File: src/rtl/wb_stage.sv
// Write-back stage: MEM/WB pipeline register, result select, register-file write port,
// forwarding info and retire/stall performance counters.
module wb_stage #(
    parameter int DATA_W = 32,
    parameter int REG_W  = 4,
    parameter int CNT_W  = 32
) (
    input  logic              clk,
    input  logic              rst,
    input  logic              freeze,
    input  logic              mem_valid,
    input  logic              mem_wb_en,
    input  logic              mem_r_en,
    input  logic [REG_W-1:0]  mem_dest,
    input  logic [DATA_W-1:0] mem_alu_res,
    input  logic [DATA_W-1:0] mem_rdata,
    output logic              WB_EN_ID,
    output logic [REG_W-1:0]  dest_ID,
    output logic [DATA_W-1:0] val_ID,
    output logic              fwd_en,
    output logic [REG_W-1:0]  fwd_dest,
    output logic              err_r15,
    output logic [CNT_W-1:0]  retired_cnt,
    output logic [CNT_W-1:0]  stall_cnt
);

    localparam logic [REG_W-1:0] REG_R15 = REG_W'(15);

    logic              v_r;
    logic              wb_r;
    logic              rd_r;
    logic [REG_W-1:0]  dest_r;
    logic [DATA_W-1:0] alu_r;
    logic [DATA_W-1:0] rdata_r;
    logic              done_r;
    logic              err_r15_r;
    logic [CNT_W-1:0]  retired_cnt_r;
    logic [CNT_W-1:0]  stall_cnt_r;

    logic              wr_pending_s;
    logic              retire_s;
    logic              wb_en_s;

    // Stage status decode; everything here depends on registered state only.
    always_comb begin
        wr_pending_s = v_r & wb_r & ~done_r;
        retire_s     = v_r & ~done_r;
        if (wr_pending_s && (dest_r != REG_R15)) begin
            wb_en_s = 1'b1;
        end else begin
            wb_en_s = 1'b0;
        end
    end

    // MEM/WB pipeline register; done marks an instruction already written back and retired.
    always_ff @(posedge clk or posedge rst) begin
        if (rst) begin
            v_r     <= 1'b0;
            wb_r    <= 1'b0;
            rd_r    <= 1'b0;
            dest_r  <= {REG_W{1'b0}};
            alu_r   <= {DATA_W{1'b0}};
            rdata_r <= {DATA_W{1'b0}};
            done_r  <= 1'b0;
        end else if (!freeze) begin
            v_r     <= mem_valid;
            wb_r    <= mem_wb_en;
            rd_r    <= mem_r_en;
            dest_r  <= mem_dest;
            alu_r   <= mem_alu_res;
            rdata_r <= mem_rdata;
            done_r  <= 1'b0;
        end else if (v_r) begin
            done_r  <= 1'b1;
        end else begin
            done_r  <= done_r;
        end
    end

    // Sticky r15 error and free-running wrapping performance counters.
    always_ff @(posedge clk or posedge rst) begin
        if (rst) begin
            err_r15_r     <= 1'b0;
            retired_cnt_r <= {CNT_W{1'b0}};
            stall_cnt_r   <= {CNT_W{1'b0}};
        end else begin
            if (wr_pending_s && (dest_r == REG_R15)) begin
                err_r15_r <= 1'b1;
            end else begin
                err_r15_r <= err_r15_r;
            end
            if (retire_s) begin
                retired_cnt_r <= retired_cnt_r + CNT_W'(1);
            end else begin
                retired_cnt_r <= retired_cnt_r;
            end
            if (freeze) begin
                stall_cnt_r <= stall_cnt_r + CNT_W'(1);
            end else begin
                stall_cnt_r <= stall_cnt_r;
            end
        end
    end

    assign WB_EN_ID    = wb_en_s;
    assign dest_ID     = dest_r;
    assign val_ID      = rd_r ? rdata_r : alu_r;
    assign fwd_en      = wb_en_s;
    assign fwd_dest    = dest_r;
    assign err_r15     = err_r15_r;
    assign retired_cnt = retired_cnt_r;
    assign stall_cnt   = stall_cnt_r;

endmodule

File: config.mk
export PLATFORM = sky130hd
export DESIGN_NAME = wb_stage
export DESIGN_NICKNAME = d
export VERILOG_FILES = /design/src/rtl/wb_stage.sv
export SDC_FILE = /design/constraint.sdc
export NUM_CORES = 1
export LEC_CHECK = 0
export ABC_AREA = 1
export CAP_MARGIN = 20
export CORE_AREA = 2 2 119 121
export CTS_CLUSTER_DIAMETER = 150
export DETAILED_ROUTE_END_ITERATION = 10
export DIE_AREA = 0 0 121 123
export PLACE_DENSITY_LB_ADDON = 0.05
export SETUP_SLACK_MARGIN = 0.4
export SYNTH_ARGS = -nofsm -noshare
export SYNTH_HDL_FRONTEND = slang
export SYNTH_SLANG_ARGS = --single-unit
File: constraint.sdc
create_clock -name clk -period 5.8 [get_ports clk]
set_input_delay 1.45 -clock clk [delete_from_list [all_inputs] [get_ports clk]]
set_output_delay 1.45 -clock clk [all_outputs]
set_load 0.01 [all_outputs]
# Word level (Yosys, flattened, before mapping)
# Cells that the tools add are included.
[classes] addsub=2 n_eq_ne=3 n_mux=4 reduce_logical=2 bitwise_logic=4
[ops] op="adder 32 x 1 -> 32 bit, second input constant" count=2
[ops] op="two-way mux 32 bit" count=1
[ops] op="equality test 4 bit, second input constant" count=1
[ops] op="inequality test 4 bit, second input constant" count=1
[ops] op="AND 1 bit" count=3
[ops] op="two-way mux 1 bit" count=3
[ops] op="logical AND 1 bit" count=2
[ops] op="inequality test 2 x 1 -> 1 bit, second input constant" count=1
[ops] op="NOT 1 bit" count=1
[word_totals] ff_bits=137 out_inout_bits=107 in_bits=74 word_cells=25

# Logic depth before layout (Yosys ltp)
# Gate-level depths: netlist of the first run.
[depth] depth_word=4 depth_mapped=9 ltp_nobuf=9

# Worst setup path after synthesis of the first run
# OpenSTA, ideal clock, no wires.
[synth_timing] path_type="reg2out" start="register rd_r" end="output val_ID[10]" required_time_ns=4.350 t_arrival_ns=1.042 stages_incl_launch_ff=5 n_path_buf=2 slack_ns=3.308 path_cell_list="dfrtp_1 > clkbuf_1 > clkbuf_1 > nand2_1 > o21ai_0"
[synth_between] elab_chain_len=1
[synth_rtl] item="from (decl)" line="31" rtl="logic rd_r;"
[synth_rtl] item="from (signal assigned)" line="68" rtl="rd_r <= mem_r_en;"
[synth_rtl] item="two-way mux 32 bit" line="107" rtl="assign val_ID = rd_r ? rdata_r : alu_r;"
[synth_rtl] item="to (decl)" line="19" rtl="output logic [DATA_W-1:0] val_ID,"
# No other way between the ends.

# Worst setup path in the final report of the first run
[layout_timing] start="register rd_r" end="output val_ID[4]"
# The elaborated chain is that of the path after synthesis.

==> summary.txt, run 1 <==
Run status
  • Status: finished clean

Route
  • Total Wirelength: about 16 mm
  • Routed vias: ~5.7k
  • Pre-antenna DRT Iters: 4
  • DRC viols: 0
  • 1st-iter DRT viols: around 300
  • Routed Antenna Nets: 0
  • Wire length per cell: 13.5 um
  • Vias per inst: 4.84

Timing
  • Max-slew violations: 0
  • Max Freq: 0.269 GHz
  • Layout Skew: slightly above 6 ps
  • Fin crit period: approximately 3700 ps
  • # setup viols final: 0
  • RSZ-0062 raised after global routing: false
  • Final Hold Viols: 0
  • Slew HR: 35.0%
  • Worst-Margin Slew: slightly below 1000 ps
  • Setup_tns: 0 ps
  • Fin crit share: 64.1%

Die
  • CORE AREA: roughly 0.014 mm2
  • Die footprint: between 0.01 and 0.015 mm2
  • Die X: 121 um
  • Site Rows: 43
  • Initial Util: ~47%
  • Die span in y: ~120 um
  • # IOs: between 150 and 200

Clock tree
  • CTS Sinks: between 100 and 150
  • TritonCTS clock tree: built
  • Post-CTS Hold Fix Bufs: 0
  • CTS buffer count: 17
  • Clk buf depth: 2
  • CTS Root Cell: clkbuf_16
  • Post-cts resize count: 0
  • Post-CTS setup buffer count: 0
  • Reg clk slew, reported paths: 60 ps
  • Clk Latency, worst-skew pair: around 400 ps
  • CTS H-tree depth: 4

Yosys
  • Synth warn: 0
  • Synth Cell Area: around 0.0064 mm2
  • Register area share after synthesis: a little over half
  • Synthesized area per cell: approximately 8.0 um2
  • Syn_nets: ~880
  • Post-Syn Instances: 800
  • Yosys reg bits: around 140
  • Distinct cells, synth: 22

Cells and area
  • Area Overhead vs Synth: 41.0%
  • # diodes: 0
  • Final core occ: 66.2%
  • Share of cells above drive strength 1: under 10%
  • Final #Nets: between 1k and 1.5k

Global route
  • Vias in the first global route: 5544
  • Met3 usage: 7.47%
  • M1 GR Usage: 27.4%
  • Total gr overflow: 0
  • Antenna violations before repair: 0
  • First-pass GRT wire length: ~26 mm
  • Most used routing layer: met2
  • Largest net degree at the start of global routing: 110
  • Gr usage total: 21.9%
  • Met2 GRT Util: ~36%

Worst setup path
  • CP endpoint kind: output pin
  • CP max stage cell: dfrtp_2
  • Worst EP required: around 4400 ps
  • Critical path peak fanout: 65
  • Crit-path max cell delay: 1000 ps
  • Critical Path AT: 2270 ps
  • Crit path kind: flip-flop to output pin
  • Critical path cell sequence: nand2_1 > o21ai_0 > clkdlybuf4s50_1
  • Setup crit start kind: flip-flop

Placed design
  • GPL Wtd Cong: 0.869
  • Port Buffer Count: between 150 and 200
  • Post-DP HPWL: approximately 11 mm

Hold path
  • Worst min path class: flip-flop to flip-flop

Power and ir drop
  • Max VDD drop: 0.000231 V
  • Power Dens Cells: ~300 mW/mm2
  • Leak: roughly 4.2 nW

Job
  • Max_cap viols: 0
[through the flow]
stage | setup slack (ps) | instances | hold slack (ps) | instance area, um2 | total power [mW]
2_1_floorplan | 682 | 800 | 449 | 6390 | 1.32
3_3_place_gp | 2390 | 1136 | 452 | 8320 | 1.57
3_5_place_dp | 2320 | 1136 | 455 | 8320 | 1.58
4_1_cts | 2040 | 1168 | 468 | 8960 | 2.74
5_1_grt | 1880 | 1170 | 491 | 9010 | 2.84
6_report | 2080 | 1170 | 465 | 9010 | 2.71
[routing by layer]
metal	up-vias	part of all wire, %
li1	2823	-
met4	0	1.4
met5	-	0
met2	150	48
met1	2676	43
met3	19	7.0
[critical path: cells and delay by family, from the launching register on]
family / cells / cell delay (ps)
AO/OA/AOI/OAI: 1 / 130
buffers and inverters: 1 / 570
flip-flops: 1 / 1000
AND/OR/NAND/NOR: 1 / 150
[cells by family after synthesis]
kind of cell / Yosys count / synth area share [%]
buffers and inverters: 114 / 7.01
AOI/OAI and AO/OA: 74 / 5.86
and+or+nand+nor: 431 / 27.3
adders and majority gates: 2 / 0.392
xor gates and xnor gates: 42 / 5.76
DFF: 137 / 53.7
[layout make-up]
class	instances	area [um2]
Timing Repair Buffer	185	1870
Clock buffer	21	470
Sequential cell	137	3430
Multi-Input combinational cell	549	2510
Tap cell	180	225
Inverter	87	332
Clock inverter	11	169
Fill cell	1149	4600
[Yosys cell counts]
| cell type | instances | area [um2] |
|---|---|---|
| nand2_1 | 306 | 1150 |
| dfrtp_1 | 137 | 3430 |
| inv_1 | 79 | 297 |
| o21ai_0 | 68 | 340 |
| nor2_1 | 61 | 229 |
| nand3_1 | 27 | 135 |
| xnor2_1 | 24 | 210 |
| clkbuf_1 | 20 | 75.1 |
| nand4_1 | 19 | 119 |
| xor2_1 | 18 | 158 |
| inv_2 | 8 | 30.0 |
| nor2_2 | 7 | 43.8 |
| buf_4 | 5 | 37.5 |
| nand3b_1 | 5 | 37.5 |
| nor3_1 | 5 | 25.0 |
| o21ai_1 | 4 | 20.0 |
| ha_1 | 2 | 25.0 |
| a21oi_1 | 1 | 5.00 |
| a31o_2 | 1 | 8.76 |
| buf_1 | 1 | 3.75 |
| buf_2 | 1 | 5.00 |
| nand2_2 | 1 | 6.26 |
[flip-flops by register name, summed over array words and instances, names as in the netlist, 4 cells and up]
signal	count
stall_cnt	32
retired_cnt	32
alu_r	32
rdata_r	32
dest_ID	4
[power breakdown]
part / internal, mW / switching [mW] / leakage [nW]
Combinational: 0.237 / 0.199 / 2.13
Sequential: 1.04 / 0.0840 / 1.76
Clock: 0.753 / 0.401 / 0.301
Total: 2.03 / 0.683 / 4.19
[placed cells by master (no fill, tap or decap), drive strengths merged]
| cell | instances |
|---|---|
| xnor2 | 24 |
| buf | 5 |
| o21ai | 72 |
| nand3 | 27 |
| clkbuf | 21 |
| nor3 | 5 |
| nand2 | 307 |
| nand3b | 5 |
| nor2 | 68 |
| ha | 2 |
| a31o | 1 |
| clkinv | 3 |
| clkdlybuf4s50 | 180 |
| nand4 | 19 |
| inv | 87 |
| xor2 | 18 |
| bufinv | 4 |
| clkinvlp | 4 |
| dfrtp | 137 |
| a21oi | 1 |
[worst paths after layout]
check                                                 start                     endpoint  slack [ps]  cells after the start
worst max-delay path                       rd_r$_DFFE_PP0N_                    val_ID[4]        2080                      3
worst min-delay path                    err_r15$_DFFE_PP0P_          err_r15$_DFFE_PP0P_         470                      1
worst max register to register  retired_cnt[12]$_DFFE_PP0P_  retired_cnt[31]$_DFFE_PP0P_        4140                      7
worst min register to register          err_r15$_DFFE_PP0P_          err_r15$_DFFE_PP0P_         470                      1
max in group asynchronous                               rst      rdata_r[18]$_DFFE_PP0N_        3330                      4
min in group asynchronous                               rst  retired_cnt[17]$_DFFE_PP0P_        1350                      2
(Power assumes the default switching activity.)
==> inputs of run 2 (changes only) <==
Clock period 5.8 ns to 3.6 ns, I/O delays scaled along.
==> run 2 against run 1 <==
  * Routed wire length grew 2.4%
  * Critical path depth shrank 1
  * Setup slack got worse by 1400 ps
  * Largest power group is now registers
  * Global-route usage up 0.45 points
  * First-iteration DRC count grew 13%
  * Combinational power up 59%
  * Sequential cell count unchanged
  * Sequential power is 61% higher
  * Register-to-register slack worse by 2200 ps
==> summary.txt, run 2 (synthesis gave the netlist of run 1 again) <==
Cells and area
  • Cell area after layout: around 0.009 mm2
  • Final core occ: 65.8%
  • Area Overhead vs Synth: 40.3%
  • Commonest cells after routing, fill and taps aside: nand2_1 (306), clkdlybuf4s50_1 (180), dfrtp_1 (136), inv_1 (78), o21ai_0 (68)
  • Commonest non-fill, non-tap cell in the layout: nand2_1
  • Final #Nets: 1052
  • # diodes: 0
  • Share of cells above drive strength 1: about 5.3%

Global route
  • Vias in the first global route: around 5.5k
  • Gr usage total: about 22%
  • Antenna violations before repair: 0
  • Total gr overflow: 0
  • Largest net degree at the start of global routing: between 100 and 150
  • First-pass GRT wire length: about 26 mm

Clock tree
  • CTS Root Cell: clkbuf_16
  • Reg clk slew, reported paths: about 50 ps
  • Post-CTS Hold Fix Bufs: 0
  • CTS buffer count: 17
  • CTS Sinks: between 100 and 150
  • TritonCTS clock tree: built
  • Clk buf depth: 2
  • Clk Latency, worst-skew pair: ~420 ps
  • Post-CTS setup buffer count: 0
  • CTS H-tree depth: 4

Timing
  • Fin crit period: slightly below 3000 ps
  • Fin crit share: 80.6%
  • Setup_tns: 0 ps
  • Layout Skew: ~7.4 ps
  • RSZ-0062 raised after global routing: false
  • # setup viols final: 0
  • Hold_ws: around 480 ps
  • Slew HR: around 51%
  • Max Freq: 0.345 GHz
  • Worst-Margin Slew: roughly 740 ps
  • Max-slew violations: 0
  • Fin worst setup slack: 697 ps
  • Final Hold Viols: 0

Placed design
  • Worst slack, placed: 926 ps
  • GPL Wtd Cong: about 0.86
  • Placed inst area: 0.00834 mm2
  • Port Buffer Count: 180
  • Post-DP HPWL: around 11 mm

Die
  • CORE AREA: approximately 0.014 mm2
  • Die X: approximately 120 um
  • # IOs: roughly 180
  • Die footprint: between 0.01 and 0.015 mm2
  • Die span in y: around 120 um
  • Initial Util: between 40% and 50%
  • Site Rows: 43

Worst setup path
  • Crit-path max cell delay: 690 ps
  • Critical path cell sequence: o21ai_0 > clkdlybuf4s50_1
  • CP max stage cell: dfrtp_4
  • Setup crit start kind: flip-flop
  • Worst EP required: around 2700 ps
  • Crit path kind: flip-flop to output pin
  • CP endpoint kind: output pin
  • Crit path max-delay family: flip-flops
  • Buf/Inv on CP: 1
  • Critical Path AT: approximately 2000 ps
  • Critical path peak fanout: 65

Power and ir drop
  • Sw frac: 25.1%
  • Combinational power share: between 15 and 20%
  • Sw Pwr: around 1.1 mW
  • P_int: about 3.2 mW
  • Sequential cell fraction of total power: roughly 42%
  • Power Dens Cells: 482 mW/mm2
  • Leak: 4.17 nW
  • Max VDD drop: 0.000333 V
  • Clk network pwr share: between 40% and 50%

Hold path
  • Worst min path class: flip-flop to flip-flop

Route
  • Vias per inst: 4.88
  • Total Wirelength: about 16 mm
  • DRC viols: 0
  • Routed Antenna Nets: 0
  • Pre-antenna DRT Iters: 4
  • Wire length per cell: 13.8 um
  • 1st-iter DRT viols: approximately 350
  • Routed vias: between 5k and 6k

Job
  • Max_cap viols: 0

Run status
  • Status: finished clean
run 2: changes by cell type in the layout (fill, tap and decap cells not counted), sizes merged:
cell / previous run / this run
bufinv: 4 / 3
buf: 5 / 4
inv: 87 / 86
clkbuf: 21 / 25
clkinvlp: 4 / 2
run 2: through the flow:
stage	cells	power, mW
after floorplan	800	2.13
after global placement	1137	2.53
after detailed placement	1137	2.55
after CTS	1169	4.36
after global routing	1169	4.52
final	1169	4.32
run 2: worst paths after layout:
kind / start / cells past startpoint / to / slack, ps
setup / recovery: rd_r$_DFFE_PP0N_ / 2 / val_ID[16] / 700
hold / removal: err_r15$_DFFE_PP0P_ / 1 / err_r15$_DFFE_PP0P_ / 480
setup reg to reg: retired_cnt[0]$_DFFE_PP0P_ / 8 / retired_cnt[30]$_DFFE_PP0P_ / 1930
hold reg to reg: err_r15$_DFFE_PP0P_ / 1 / err_r15$_DFFE_PP0P_ / 480
max in group asynchronous: rst / 3 / rd_r$_DFFE_PP0N_ / 1970
min in group asynchronous: rst / 3 / stall_cnt[25]$_DFFE_PP0P_ / 1030
run 2: power by group through the flow:
stage	registers (mW)	clock network, mW	logic [mW]
detailed placement	1.84	0	0.702
finish	1.82	1.80	0.693
CTS	1.82	1.83	0.707
global placement	1.84	0	0.688
global route	1.84	1.91	0.772
floorplan	1.83	0	0.304
run 2: timing repair:
item                                   CTS  global route
setup endpoints to repair                0            32
endpoints found under the hold margin    0             0
resized for setup                        0             1
run 2: per-layer routing:
layer  part of all wire (%)  vias to the layer above  GRT usage (%)
met1                     44                     2693           28.5
met4                    1.5                        0           7.70
met5                      0                        -              0
met3                    7.2                       22           7.47
li1                       -                     2827              -
met2                     48                      161           35.8
run 2: final cells by class:
| type | instances | area, um2 |
|---|---|---|
| multi-input cells | 549 | 2510 |
| repair buffers | 184 | 1840 |
| fillers | 1152 | 4650 |
| clock inverters | 7 | 113 |
| inverters | 87 | 330 |
| clock buffers | 25 | 505 |
| flip-flops and latches | 137 | 3430 |
| well taps | 180 | 225 |
run 2: worst register-to-register path, stage by stage, from the launching register on:
cell     delay, ps
dfrtp_1        410
ha_1           200
nand3_1         80
nor2_1         220
nand3_1        210
nor2_1         220
nand3_1        100
nand2_1         80
inv_1           40
